$ cat src/rtl/envelope_stream_ctrl_if.sv
// 32-bit word stream bundle shared by the host input and output sides of
// envelope_stream_ctrl: valid/ready handshake plus data and end-of-message.
interface envelope_stream_ctrl_if;
    logic        valid;
    logic        ready;
    logic [31:0] data;
    logic        last;

    modport master (output valid, output data, output last, input ready);
    modport slave  (input valid, input data, input last, output ready);
endinterface

$ cat src/rtl/envelope_stream_ctrl.sv
// Host-side session controller for the RSA-SM4 envelope core: 32-bit words in,
// 128-bit blocks to the core, results back out. Optional watchdog: ENV_TIMEOUT_EN.
module envelope_stream_ctrl #(
    parameter logic [31:0] PAD_WORD       = 32'h0000_0000,
    parameter int unsigned TIMEOUT_CYCLES = 4096
) (
    input  logic                   clk,
    input  logic                   rst,
    input  logic                   start,
    input  logic                   mode,
    input  logic [129:0]           cmkey_in,
    output logic [129:0]           cmkey_out,
    output logic                   busy,
    output logic                   err,
    envelope_stream_ctrl_if.slave  s,
    envelope_stream_ctrl_if.master m,
    output logic                   crypt_pre,
    output logic                   den_sel,
    output logic [129:0]           de_cmkey,
    input  logic [129:0]           en_cmkey,
    input  logic                   crypt_ready,
    output logic [127:0]           core_in,
    output logic                   in_sync,
    input  logic [127:0]           core_out,
    input  logic                   out_sync
);

    typedef enum logic [2:0] {
        IDLE, KEYREQ, KEYWAIT, FILL, ISSUE, WAIT_OUT, DRAIN
    } state_e;

    state_e            state_q, state_d;
    logic              den_sel_q, den_sel_d;
    logic [129:0]      de_cmkey_q, de_cmkey_d;
    logic [129:0]      cmkey_q, cmkey_d;
    logic              err_q, err_d;
    logic [1:0]        wc_q, wc_d;
    logic [1:0]        rc_q, rc_d;
    logic [3:0][31:0]  buf_q, buf_d;
    logic [3:0][31:0]  blk_q, blk_d;
    logic [3:0][31:0]  res_q, res_d;
    logic              last_q, last_d;
    logic              tmo_hit;

`ifdef ENV_TIMEOUT_EN
    logic [31:0] tmo_q, tmo_d;

    // Counter restarts on every state change so each wait gets a full window.
    always_comb begin
        tmo_d = 32'd0;
        if (state_d == state_q &&
            (state_q == KEYWAIT || state_q == WAIT_OUT))
            tmo_d = tmo_q + 32'd1;
    end

    assign tmo_hit = (state_q == KEYWAIT || state_q == WAIT_OUT) &&
                     (tmo_q == 32'(TIMEOUT_CYCLES - 1));

    always_ff @(posedge clk) begin
        if (rst) tmo_q <= 32'd0;
        else     tmo_q <= tmo_d;
    end
`else
    assign tmo_hit = 1'b0;
`endif

    always_comb begin
        state_d    = state_q;
        den_sel_d  = den_sel_q;
        de_cmkey_d = de_cmkey_q;
        cmkey_d    = cmkey_q;
        err_d      = err_q;
        wc_d       = wc_q;
        rc_d       = rc_q;
        buf_d      = buf_q;
        blk_d      = blk_q;
        res_d      = res_q;
        last_d     = last_q;
        unique case (state_q)
            IDLE: begin
                if (start) begin
                    den_sel_d  = mode;
                    de_cmkey_d = cmkey_in;
                    err_d      = 1'b0;
                    state_d    = KEYREQ;
                end
            end
            KEYREQ: state_d = KEYWAIT;
            KEYWAIT: begin
                if (crypt_ready) begin
                    if (!den_sel_q) cmkey_d = en_cmkey;
                    wc_d    = 2'd0;
                    state_d = FILL;
                end else if (tmo_hit) begin
                    err_d   = 1'b1;
                    state_d = IDLE;
                end
            end
            FILL: begin
                if (s.valid) begin
                    // Slot 0 sits in the top word; a short block pads the tail.
                    for (int i = 0; i < 4; i++) begin
                        if (2'(i) == wc_q)
                            buf_d[3-i] = s.data;
                        else if (2'(i) > wc_q && s.last)
                            buf_d[3-i] = PAD_WORD;
                    end
                    wc_d = wc_q + 2'd1;
                    if (wc_q == 2'd3 || s.last) begin
                        blk_d   = buf_d;
                        last_d  = s.last;
                        wc_d    = 2'd0;
                        state_d = ISSUE;
                    end
                end
            end
            ISSUE: state_d = WAIT_OUT;
            WAIT_OUT: begin
                if (out_sync) begin
                    res_d   = core_out;
                    rc_d    = 2'd0;
                    state_d = DRAIN;
                end else if (tmo_hit) begin
                    err_d   = 1'b1;
                    wc_d    = 2'd0;
                    state_d = IDLE;
                end
            end
            DRAIN: begin
                if (m.ready) begin
                    rc_d = rc_q + 2'd1;
                    if (rc_q == 2'd3)
                        state_d = last_q ? IDLE : FILL;
                end
            end
            default: state_d = IDLE;
        endcase
    end

    always_ff @(posedge clk) begin
        if (rst) begin
            state_q    <= IDLE;
            den_sel_q  <= 1'b0;
            de_cmkey_q <= '0;
            cmkey_q    <= '0;
            err_q      <= 1'b0;
            wc_q       <= 2'd0;
            rc_q       <= 2'd0;
            buf_q      <= '0;
            blk_q      <= '0;
            res_q      <= '0;
            last_q     <= 1'b0;
        end else begin
            state_q    <= state_d;
            den_sel_q  <= den_sel_d;
            de_cmkey_q <= de_cmkey_d;
            cmkey_q    <= cmkey_d;
            err_q      <= err_d;
            wc_q       <= wc_d;
            rc_q       <= rc_d;
            buf_q      <= buf_d;
            blk_q      <= blk_d;
            res_q      <= res_d;
            last_q     <= last_d;
        end
    end

    assign busy      = (state_q != IDLE);
    assign err       = err_q;
    assign cmkey_out = cmkey_q;
    assign den_sel   = den_sel_q;
    assign de_cmkey  = de_cmkey_q;
    assign core_in   = blk_q;
    assign crypt_pre = (state_q == KEYREQ) && !rst;
    assign in_sync   = (state_q == ISSUE) && !rst;
    assign s.ready   = (state_q == FILL);
    assign m.valid   = (state_q == DRAIN);
    assign m.data    = res_q[2'd3 - rc_q];
    assign m.last    = (state_q == DRAIN) && (rc_q == 2'd3) && last_q;

endmodule

$ cat src/flat_wrapper.sv
// flat-port wrapper written by rule: the top's interface ports become plain ports
module envelope_stream_ctrl_flat 
#(
    parameter logic [31:0] PAD_WORD       = 32'h0000_0000,
    parameter int unsigned TIMEOUT_CYCLES = 4096
)
  (clk, rst, start, mode, cmkey_in, cmkey_out, busy, err, crypt_pre, den_sel, de_cmkey, en_cmkey, crypt_ready, core_in, in_sync, core_out, out_sync, s_valid, s_data, s_last, s_ready, m_valid, m_data, m_last, m_ready);
  envelope_stream_ctrl_if s_i ();
  envelope_stream_ctrl_if m_i ();
  input  logic clk;
  input  logic rst;
  input  logic start;
  input  logic mode;
  input  logic [129:0] cmkey_in;
  output logic [129:0] cmkey_out;
  output logic busy;
  output logic err;
  output logic crypt_pre;
  output logic den_sel;
  output logic [129:0] de_cmkey;
  input  logic [129:0] en_cmkey;
  input  logic crypt_ready;
  output logic [127:0] core_in;
  output logic in_sync;
  input  logic [127:0] core_out;
  input  logic out_sync;
  input wire logic [$bits(s_i.valid)-1:0] s_valid;
  input wire logic [$bits(s_i.data)-1:0] s_data;
  input wire logic [$bits(s_i.last)-1:0] s_last;
  output wire logic [$bits(s_i.ready)-1:0] s_ready;
  output wire logic [$bits(m_i.valid)-1:0] m_valid;
  output wire logic [$bits(m_i.data)-1:0] m_data;
  output wire logic [$bits(m_i.last)-1:0] m_last;
  input wire logic [$bits(m_i.ready)-1:0] m_ready;
  assign s_i.valid = s_valid;
  assign s_i.data = s_data;
  assign s_i.last = s_last;
  assign s_ready = s_i.ready;
  assign m_valid = m_i.valid;
  assign m_data = m_i.data;
  assign m_last = m_i.last;
  assign m_i.ready = m_ready;
  envelope_stream_ctrl #(.PAD_WORD(PAD_WORD), .TIMEOUT_CYCLES(TIMEOUT_CYCLES)) u_core (.clk(clk), .rst(rst), .start(start), .mode(mode), .cmkey_in(cmkey_in), .cmkey_out(cmkey_out), .busy(busy), .err(err), .s(s_i), .m(m_i), .crypt_pre(crypt_pre), .den_sel(den_sel), .de_cmkey(de_cmkey), .en_cmkey(en_cmkey), .crypt_ready(crypt_ready), .core_in(core_in), .in_sync(in_sync), .core_out(core_out), .out_sync(out_sync));
endmodule
$ cat config.mk
export PLATFORM = sky130hd
export DESIGN_NAME = envelope_stream_ctrl_flat
export DESIGN_NICKNAME = d
export VERILOG_FILES = /design/src/rtl/envelope_stream_ctrl_if.sv /design/src/rtl/envelope_stream_ctrl.sv /design/src/flat_wrapper.sv
export SDC_FILE = /design/constraint.sdc
export NUM_CORES = 1
export LEC_CHECK = 0
export ABC_CLOCK_PERIOD_IN_PS = 1980
export BUFFER_PORTS_ARGS = -buffer_cell sky130_fd_sc_hd__buf_2
export CAP_MARGIN = 5
export CORE_AREA = 8 8 330 332
export CTS_BUF_LIST = sky130_fd_sc_hd__clkbuf_16
export CTS_CLUSTER_DIAMETER = 120
export DETAILED_ROUTE_END_ITERATION = 12
export DIE_AREA = 0 0 338 340
export PLACE_DENSITY = 0.51
export SYNTH_ARGS = -nofsm -noshare
export SYNTH_HDL_FRONTEND = slang
export SYNTH_SLANG_ARGS = --single-unit
$ cat constraint.sdc
create_clock -name clk -period 1.98 [get_ports clk]
set_input_delay 0.198 -clock clk [delete_from_list [all_inputs] [get_ports clk]]
set_output_delay 0.198 -clock clk [all_outputs]
set_load 0.005 [all_outputs]
# Yosys cells after proc, flatten, opt, wreduce, memory -nomap -nowiden

Cells that the tools add are included.

Bits in latches: 0
Bits in read-only memories: 0
Bits in writable memories: 0
Word-level logic and storage cells: 95
Register bits: 653
Input port bits: 429
Memories kept: 0

Muxes and demuxes: 26
Equal/unequal tests: 18
Bitwise gates (word level): 1
Multipliers: 0
Shift-type cells: 0
Reductions and logical operators: 23
Divide/modulo/power cells: 0
Magnitude comparators: 5
Add/sub/neg operators: 3

Operator list:

| kind                                                                            | count |
|---|---|
| 32-bit 2-to-1 mux                                                               | 9 |
| 32-bit binary-select mux with 2-bit select                                      | 1 |
| 3-bit 2-to-1 mux                                                                | 7 |
| 3-bit one-hot mux with 7 select lines                                           | 1 |
| 2-bit 2-to-1 mux                                                                | 6 |
| 3-bit AND reduction                                                             | 4 |
| 3-bit == test (second input constant)                                           | 3 |
| 1-bit logical AND                                                               | 8 |
| 2-bit inequality test (second input constant)                                   | 4 |
| 2-bit one-hot mux with 2 select lines                                           | 2 |
| 7-bit AND reduction                                                             | 1 |
| 3-bit by 2-bit == test with 1-bit output (second input constant)                | 2 |
| 2-bit by 1-bit inequality test with 1-bit output (second input constant)        | 3 |
| 2-bit AND reduction                                                             | 3 |
| 2-bit by 1-bit adder with 2-bit output (second input constant)                  | 2 |
| 2-bit == test (first input constant)                                            | 2 |
| 2-bit == test (second input constant)                                           | 2 |
| 1-bit by 2-bit greater-than comparator with 1-bit output (first input constant) | 2 |
| 2-bit greater-than comparator (first input constant)                            | 2 |
| 2-bit nonzero test                                                              | 2 |
| 3-bit by 1-bit == test with 1-bit output (second input constant)                | 1 |
| 3-bit logical NOT                                                               | 1 |
| 2-bit by 3-bit less-than comparator with 1-bit output (second input constant)   | 1 |
| 3-bit nonzero test                                                              | 1 |
| other kinds (6)                                                                 | 6 |

# Longest topological paths before layout

Gate-level depths: netlist (run 1).

Depth in word-level cells: 5
Depth in mapped cells: 8
Gate-level depth less buffers: 6

# Worst setup path before layout (run 1)

No wires, ideal clock.

Kind: reg2reg
From: register u_core.wc_q[1]
To: register u_core.buf_q[65] in the netlist's numbering
Required time: 1.915 ns
Slack: 0.198 ns
Stages on the path, launching flop included: 9
Clock period less this slack: 1.782 ns
Arrival time: 1.717 ns
Buffers on the path: 2
Library setup time: 0.065 ns
Cell sequence: dfxtp_1 -> inv_1 -> ha_1 -> clkbuf_1 -> a21oi_1 -> nand2b_1 -> clkbuf_1 -> a22oi_1 -> nor2_1

Cells in the longest elaborated chain, start to end: 4

Ends and longest elaborated chain:

| element                                                  | line                        | text |
|---|---|---|
| start: declaration                                       | envelope_stream_ctrl.sv:37  | `logic [1:0] wc_q, wc_d;` |
| start signal: assignment                                 | envelope_stream_ctrl.sv:159 | `wc_q <= wc_d;` |
| 1-bit by 2-bit greater-than comparator with 1-bit output | envelope_stream_ctrl.sv:105 | `else if (2'(i) > wc_q && s.last)` |
| 1-bit logical AND                                        | envelope_stream_ctrl.sv:105 |  |
| 32-bit 2-to-1 mux                                        | envelope_stream_ctrl.sv:105 |  |
| 32-bit 2-to-1 mux *                                      | envelope_stream_ctrl.sv:103 | `if (2'(i) == wc_q)` |
| end signal: assignment                                   | envelope_stream_ctrl.sv:161 | `buf_q <= buf_d;` |
| end: declaration                                         | envelope_stream_ctrl.sv:39  | `logic [3:0][31:0] buf_q, buf_d;` |

Every way passes the cells marked *; elsewhere a longest branch is shown, timed or not.
A chain may end at the register's enable or synchronous reset.

# Worst setup path in the final report (run 1)

From: register u_core.rc_q[0]
To: output m_data[14]

Cells in the longest elaborated chain, start to end: 3

Ends and longest elaborated chain:

| element                                    | line                        | text |
|---|---|---|
| start: declaration                         | envelope_stream_ctrl.sv:38  | `logic [1:0] rc_q, rc_d;` |
| start signal: assignment                   | envelope_stream_ctrl.sv:160 | `rc_q <= rc_d;` |
| 2-bit subtractor                           | envelope_stream_ctrl.sv:178 | `assign m.data = res_q[2'd3 - rc_q];` |
| 32-bit binary-select mux with 2-bit select | envelope_stream_ctrl.sv:178 |  |
| 32-bit 2-to-1 mux (implied by the code)    | envelope_stream_ctrl.sv:178 |  |
| end: declaration                           | flat_wrapper.sv:32          | `output wire logic [$bits(m_i.data)-1:0] m_data;` |

Every way passes these cells. The select of a mux whose other input is x is not followed.

==> reports/qor.csv, run 1 <==
stage,metric,value,unit
status,status,"finished, violations left",
status,failing checks,negative setup slack,
cts,clk_lat worst skew,0.62,ns
power_and_ir_drop,Pleak,14.9,nW
floorplan,Die Wd,338,um
worst_setup_path,worst path arrival time,1.95,ns
power_and_ir_drop,total design power,29.4,mW
timing,crit path time final,2.15,ns
timing,relative slew slack,41.2,%
timing,setup violators final,32,
cts,Sink Count,621,
grt,GRT Overall Usage,17.3,%
timing,Least-Margin Pin Slew,0.880,ns
cts,CTS Buffer Depth,3,
worst_setup_path,CP required,1.78,ns
yosys,Synth async-reset ratio,0,%
floorplan,core footprint,104000,um^2
placed_design,gpl congestion,0.848,
cts,H-tree depth,3,
yosys,Post-Syn Nets,3180,
yosys,Yosys cell types,41,
yosys,Mapped Area,22900,um^2
grt,GR Util met3,5.34,%
route,# DRC,0,
job,max_cap viols,0,
cts,clk slew on worst S/H paths,0.06,ns
floorplan,IO Pins,857,
route,drt pass-1 iters,5,
route,final WL,106,mm
worst_setup_path,crit end category,output pin,
cts,CTS tree,done,
timing,Hold Fails Final Rpt,0,
timing,final slew viol count,0,
floorplan,Initial Utilization,22.0,%
layout,"most common cell after layout, fill and taps aside",nand2_1,
grt,first-pass GRT wire length,155,mm
floorplan,Die Y,340,um
timing,unrepaired setup endpoints after global routing,yes,
yosys,Avg Inst Size Synth,8.33,um^2
yosys,Post-synth EDFFs,0,
layout,fin util,34.5,%
layout,share of layout cells above drive strength 1,27.4,%
placed_design,Port Buffers,855,
worst_setup_path,CP Class,reg -> out,
grt,"Most Used Layer, Global Route",met2,
layout,most frequent cells in the layout,"nand2_1 (911), buf_2 (839), dfxtp_1 (616)",
route,routed vias,24200,
power_and_ir_drop,maximum vdd drop,0.000541,V
power_and_ir_drop,Pwr per Cell Area,818,nW/um^2
grt,Congestion Overflow GR,0,
cts,clk root buf,clkbuf_16,
worst_setup_path,Worst Setup Start Kind,register,
layout,Area Overhead vs Synth,57.1,%
yosys,synthesis-stage register bit count,621,
yosys,prevailing post-synth register cell,dfxtp_1,
grt,vias in the first global route,24400,
timing,ratio of final minimum period to clock period,108,%
layout,# nets final,4388,
route,DRT iter0 DRCs,1385,
timing,f_max,466,MHz
grt,largest net degree at the start of global routing,127,
timing,final worst slack,-0.165,ns
route,antenna-violating nets left,0,
yosys,Syn Inst Count,2745,
floorplan,DIE AREA,115000,um^2
cts,Num CTS Buffers,74,
layout,FILL cells,10800,
grt,grt met1 use,19.6,%
route,Vias/cell,4.46,
route,drt wl/cell,19.6,um
yosys,"Seq/Total Area, Yosys",54.4,%
worst_setup_path,CP max FO,12,
hold_path,min-delay worst type,in -> reg,
floorplan,row count,119,
grt,initial antenna violation count,32,
grt,met2 GRT Util,30.2,%
timing,Clock Skew,0.0254,ns
yosys,"Warnings, synthesis",0,
placed_design,hpwl dp,76.0,mm
==> metal layers <==
metal / vias to the layer above / part of all wire (%)
li1: 11700 / -
met1: 11500 / 39
met2: 841 / 49
met3: 205 / 8.1
met4: 4 / 3.7
met5: - / 0.024
==> stage by stage <==
step / cells / TNS (ns) / setup WS [ns] / cell area [um^2] / hold slack, ns
global placement: 4835 / 0 / 0.0448 / 29100 / 0.438
floorplan: 2745 / 0 / 0.198 / 22900 / 0.334
CTS: 5396 / -7.72 / -0.277 / 35800 / 0.0206
finish: 5423 / -3.97 / -0.165 / 35900 / 0.0760
detailed placement: 4835 / -0.0188 / -0.00832 / 29100 / 0.443
global route: 5419 / -7.47 / -0.275 / 35900 / 0.0583
==> power breakdown <==
| group | total (mW) | switching (mW) | internal [mW] |
|---|---|---|---|
| sequential | 13.0 | 0.194 | 12.8 |
| clock | 13.1 | 5.55 | 7.52 |
| combinational | 3.28 | 1.72 | 1.56 |
==> cell type report <==
| cell class | count | area (um^2) | area share, % |
|---|---|---|---|
| well taps | 1391 | 1740 | 4.84 |
| clock inverters | 54 | 405 | 1.13 |
| flip-flops and latches | 621 | 12400 | 34.7 |
| clock buffers | 75 | 1880 | 5.22 |
| repair buffers | 1369 | 9820 | 27.3 |
| inverters | 4 | 15.0 | 0.0418 |
| diodes | 26 | 65.1 | 0.181 |
| multi-input cells | 1883 | 9560 | 26.6 |
==> worst max-delay path, stage by stage, from the launching register on <==
cell and delay [ns]:
dfxtp_4 0.44, buf_12 0.19, mux4_2 0.53, buf_2 0.15
==> cell usage after synthesis, types with 4 or more instances <==
library cell  number  area, um^2
dfxtp_1          621       12400
buf_2            100         500
a21oi_1          458        2290
a22oi_1           65         488
ha_1               6        75.1
nor2_1           167         627
and2_1             5        31.3
nand2_1          912        3420
mux2i_1           32         320
nor3_1            69         345
nand3_1            4        20.0
clkbuf_1         132         495
a211oi_1          32         240
mux4_2            32         721
a221oi_1          64         561
buf_1              5        18.8
inv_1              4        15.0
nand2b_1           5        31.3
==> final timing paths <==
| path | startpoint | slack [ns] | endpoint | cells past startpoint |
|---|---|---|---|---|
| max reg2reg | u_core.wc_q[1] | 0.06 | u_core.core_in[63] | 4 |
| max | u_core.rc_q[0] | -0.17 | m_data[14] | 3 |
| min reg2reg | u_core.cmkey_out[99] | 0.45 | u_core.cmkey_out[99] | 2 |
| min | start | 0.08 | u_core.den_sel | 4 |
==> timing repair <==
item                                    in CTS  in global routing
endpoints found under the setup margin      64                 82
cloned                                       2                  1
endpoints found under the hold margin      598                  0
resized for setup                           32                 15
hold buffers                               425                  0
pin swaps                                    3                  2
buffers inserted                             5                  1
==> state kept, by name, summed over array words and instances (netlist names), 2 cells and up <==
name / flops
u_core.buf_q: 96
u_core.state_q: 3
u_core.core_in: 128
u_core.wc_q: 2
u_core.de_cmkey: 130
u_core.cmkey_out: 130
u_core.res_q: 128
u_core.rc_q: 2
==> kinds of logic after synthesis <==
kind of cell / Yosys count / share of synthesized area [%]
AND/OR/NAND/NOR: 1180 / 20.2
AO/OA/AOI/OAI: 629 / 15.9
flip-flops: 621 / 54.4
buffers and inverters: 243 / 4.57
multiplexers: 65 / 4.60
adder cells (fa/ha/maj): 6 / 0.328
other: 1 / 0.0164
Note: power is estimated with default switching activity, not from simulation.
==> inputs of run 2 (changes only) <==
Settings changed: CORE_AREA 8 8 330 332 to 8 8 327 329, DIE_AREA 0 0 338 340 to 0 0 335 337, PLACE_DENSITY 0.51 to 0.52.
==> run 2 against run 1 <==
The run still ends with negative setup slack left. Die area down 1.8%. Design area is essentially flat. Non-clock buffer count grew 14. Routed wire length rose by 1.9%. Flip-flop and latch count did not move. Total power is 1.4% lower. Clock power decreased by 4%. Register-to-register slack better by 0.10 ns. Critical path type unchanged.
==> reports/qor.csv, run 2 (synthesis results as in run 1) <==
stage,metric,value,unit
route,drt wl/cell,20.0,um
timing,final slew viol count,0,
grt,vias in the first global route,24600,
layout,register area,12400,um^2
worst_setup_path,Worst Setup Start Kind,register,
hold_path,critical hold path startpoint,out_sync,
worst_setup_path,slowest CP cell,mux4_2,
timing,crit path time final,2.20,ns
power_and_ir_drop,Pwr per Cell Area,807,nW/um^2
power_and_ir_drop,maximum vdd drop,0.000701,V
timing,f_max,454,MHz
cts,clk slew on worst S/H paths,0.06,ns
route,final WL,108,mm
floorplan,Die Wd,335,um
cts,H-tree depth,3,
layout,# nets final,4398,
power_and_ir_drop,Clock power frac,43.6,%
timing,Least-Margin Pin Slew,0.516,ns
cts,CTS tree,done,
worst_setup_path,CP max stage delay,0.54,ns
worst_setup_path,critical-path cell list,"buf_16, mux4_2, buf_6",
job,max_cap viols,0,
route,drt pass-1 iters,5,
worst_setup_path,CP required,1.78,ns
worst_setup_path,reg2reg path depth,6,
hold_path,min-delay worst type,in -> reg,
route,# DRC,0,
power_and_ir_drop,Sequential Power Share,45.0,%
route,Vias/cell,4.53,
floorplan,Initial Utilization,22.6,%
worst_setup_path,CP max FO,16,
timing,ratio of final minimum period to clock period,111,%
cts,clk_lat worst skew,0.62,ns
layout,FILL cells,10500,
grt,initial antenna violation count,30,
timing,unrepaired setup endpoints after global routing,yes,
floorplan,IO Pins,857,
power_and_ir_drop,Psw,7.41,mW
worst_setup_path,CP Class,reg -> out,
worst_setup_path,worst path arrival time,2.01,ns
timing,final worst slack,-0.224,ns
floorplan,Die Y,337,um
placed_design,Port Buffers,855,
timing,relative slew slack,65.6,%
grt,GRT Overall Usage,18.0,%
placed_design,gpl congestion,0.862,
power_and_ir_drop,logic gate share of total power,11.5,%
cts,Num CTS Buffers,72,
floorplan,core footprint,101000,um^2
layout,"most common cell after layout, fill and taps aside",nand2_1,
timing,Clock Skew,0.0194,ns
worst_setup_path,Critical R2R Capture,u_core.core_in[105],
floorplan,row count,117,
layout,fin util,35.5,%
power_and_ir_drop,switching part of the total power,25.5,%
worst_setup_path,crit end category,output pin,
layout,final non-filler cell total,5408,
power_and_ir_drop,Pleak,15.0,nW
placed_design,Place WS,0.149,ns
route,antenna-violating nets left,0,
status,failing checks,negative setup slack,
worst_setup_path,r2r setup slk,0.16,ns
route,routed vias,24500,
floorplan,DIE AREA,113000,um^2
power_and_ir_drop,internal power,21.6,mW
grt,largest net degree at the start of global routing,83,
hold_path,Hold Path End,u_core.state_q[1],
worst_setup_path,RR Startpoint,u_core.state_q[2],
layout,share of layout cells above drive strength 1,27.4,%
grt,Congestion Overflow GR,0,
timing,Hold Fails Final Rpt,0,
cts,clk root buf,clkbuf_16,
route,DRT iter0 DRCs,1539,
status,status,"finished, violations left",
timing,setup violators final,32,
grt,first-pass GRT wire length,157,mm
placed_design,placed instance count,4829,
layout,Area Overhead vs Synth,57.1,%
cts,CTS Buffer Depth,3,
layout,area occupied by multi-input gates,9470,um^2
hold_path,Hold Crit Depth,3,
cts,Sink Count,621,
layout,most frequent cells in the layout,"nand2_1 (911), buf_2 (836), dfxtp_1 (616)",
placed_design,hpwl dp,78.4,mm
## run 2: cell count changes in the layout (fill, tap and decap cells not counted), moves of 3 or more
cell	before	now
buf_12	39	46
dfxtp_2	1	4
dfxtp_4	4	1
clkinv_1	19	13
inv_1	20	27
buf_2	839	836
buf_4	46	55
## run 2: routing by layer
layer | global-route usage (%) | part of all wire [%]
met4 | 8.28 | 4.3
met3 | 6.43 | 9.2
met5 | 0 | 0.025
met2 | 30.3 | 48
met1 | 20.5 | 38
## run 2: area by class of cell
type | instances | share of cell area [%]
clock buffer | 74 | 5.15
clock inverter | 51 | 0.947
tap | 1368 | 4.76
timing repair buffer | 1383 | 27.9
sequential | 621 | 34.6
inverter | 4 | 0.0418
antenna | 26 | 0.181
multi-input combinational | 1881 | 26.4
## run 2: critical path: cells and delay by family, from the launching register on
kind     cells  cell delay, ns
buf+inv      2            0.37
mux          1            0.54
flops        1            0.46
## run 2: worst max-delay path by stage
stage	start	end	slack [ns]
floorplan	u_core.wc_q[1]	u_core.buf_q[65]	0.20
global placement	u_core.state_q[2]	u_core.cmkey_out[93]	0.19
detailed placement	u_core.state_q[2]	u_core.core_in[105]	0.15
CTS	u_core.rc_q[0]	m_data[2]	-0.32
global route	u_core.rc_q[0]	m_data[5]	-0.33
finish	u_core.rc_q[0]	m_data[2]	-0.22
## run 2: per-stage QoR
step	cell area (um^2)	hold slack (ns)	TNS, ns	total power [mW]
final	35900	0.184	-5.75	29.0
after global routing	35900	0.143	-9.06	30.1
after CTS	35800	0.102	-9.04	29.4
after detailed placement	29200	0.443	0	15.9
after global placement	29200	0.437	0	15.9
after floorplan	22900	0.334	0	14.3
## run 2: power by group through the flow
stage                     Clock [mW]  Combinational (mW)  Sequential [mW]
after floorplan                    0               0.988             13.3
after global placement             0                2.59             13.3
after detailed placement           0                2.59             13.3
after CTS                       13.0                3.34             13.0
after global routing            13.5                3.58             13.1
final                           12.6                3.32             13.0
## run 2: repair_timing
action / in CTS / in global routing
pin swaps: 0 / 0
setup buffers: 1 / 0
setup endpoints to repair: 34 / 36
gates resized for setup: 22 / 11
hold buffers: 425 / 0
endpoints found under the hold margin: 584 / 0
gates cloned: 2 / 0
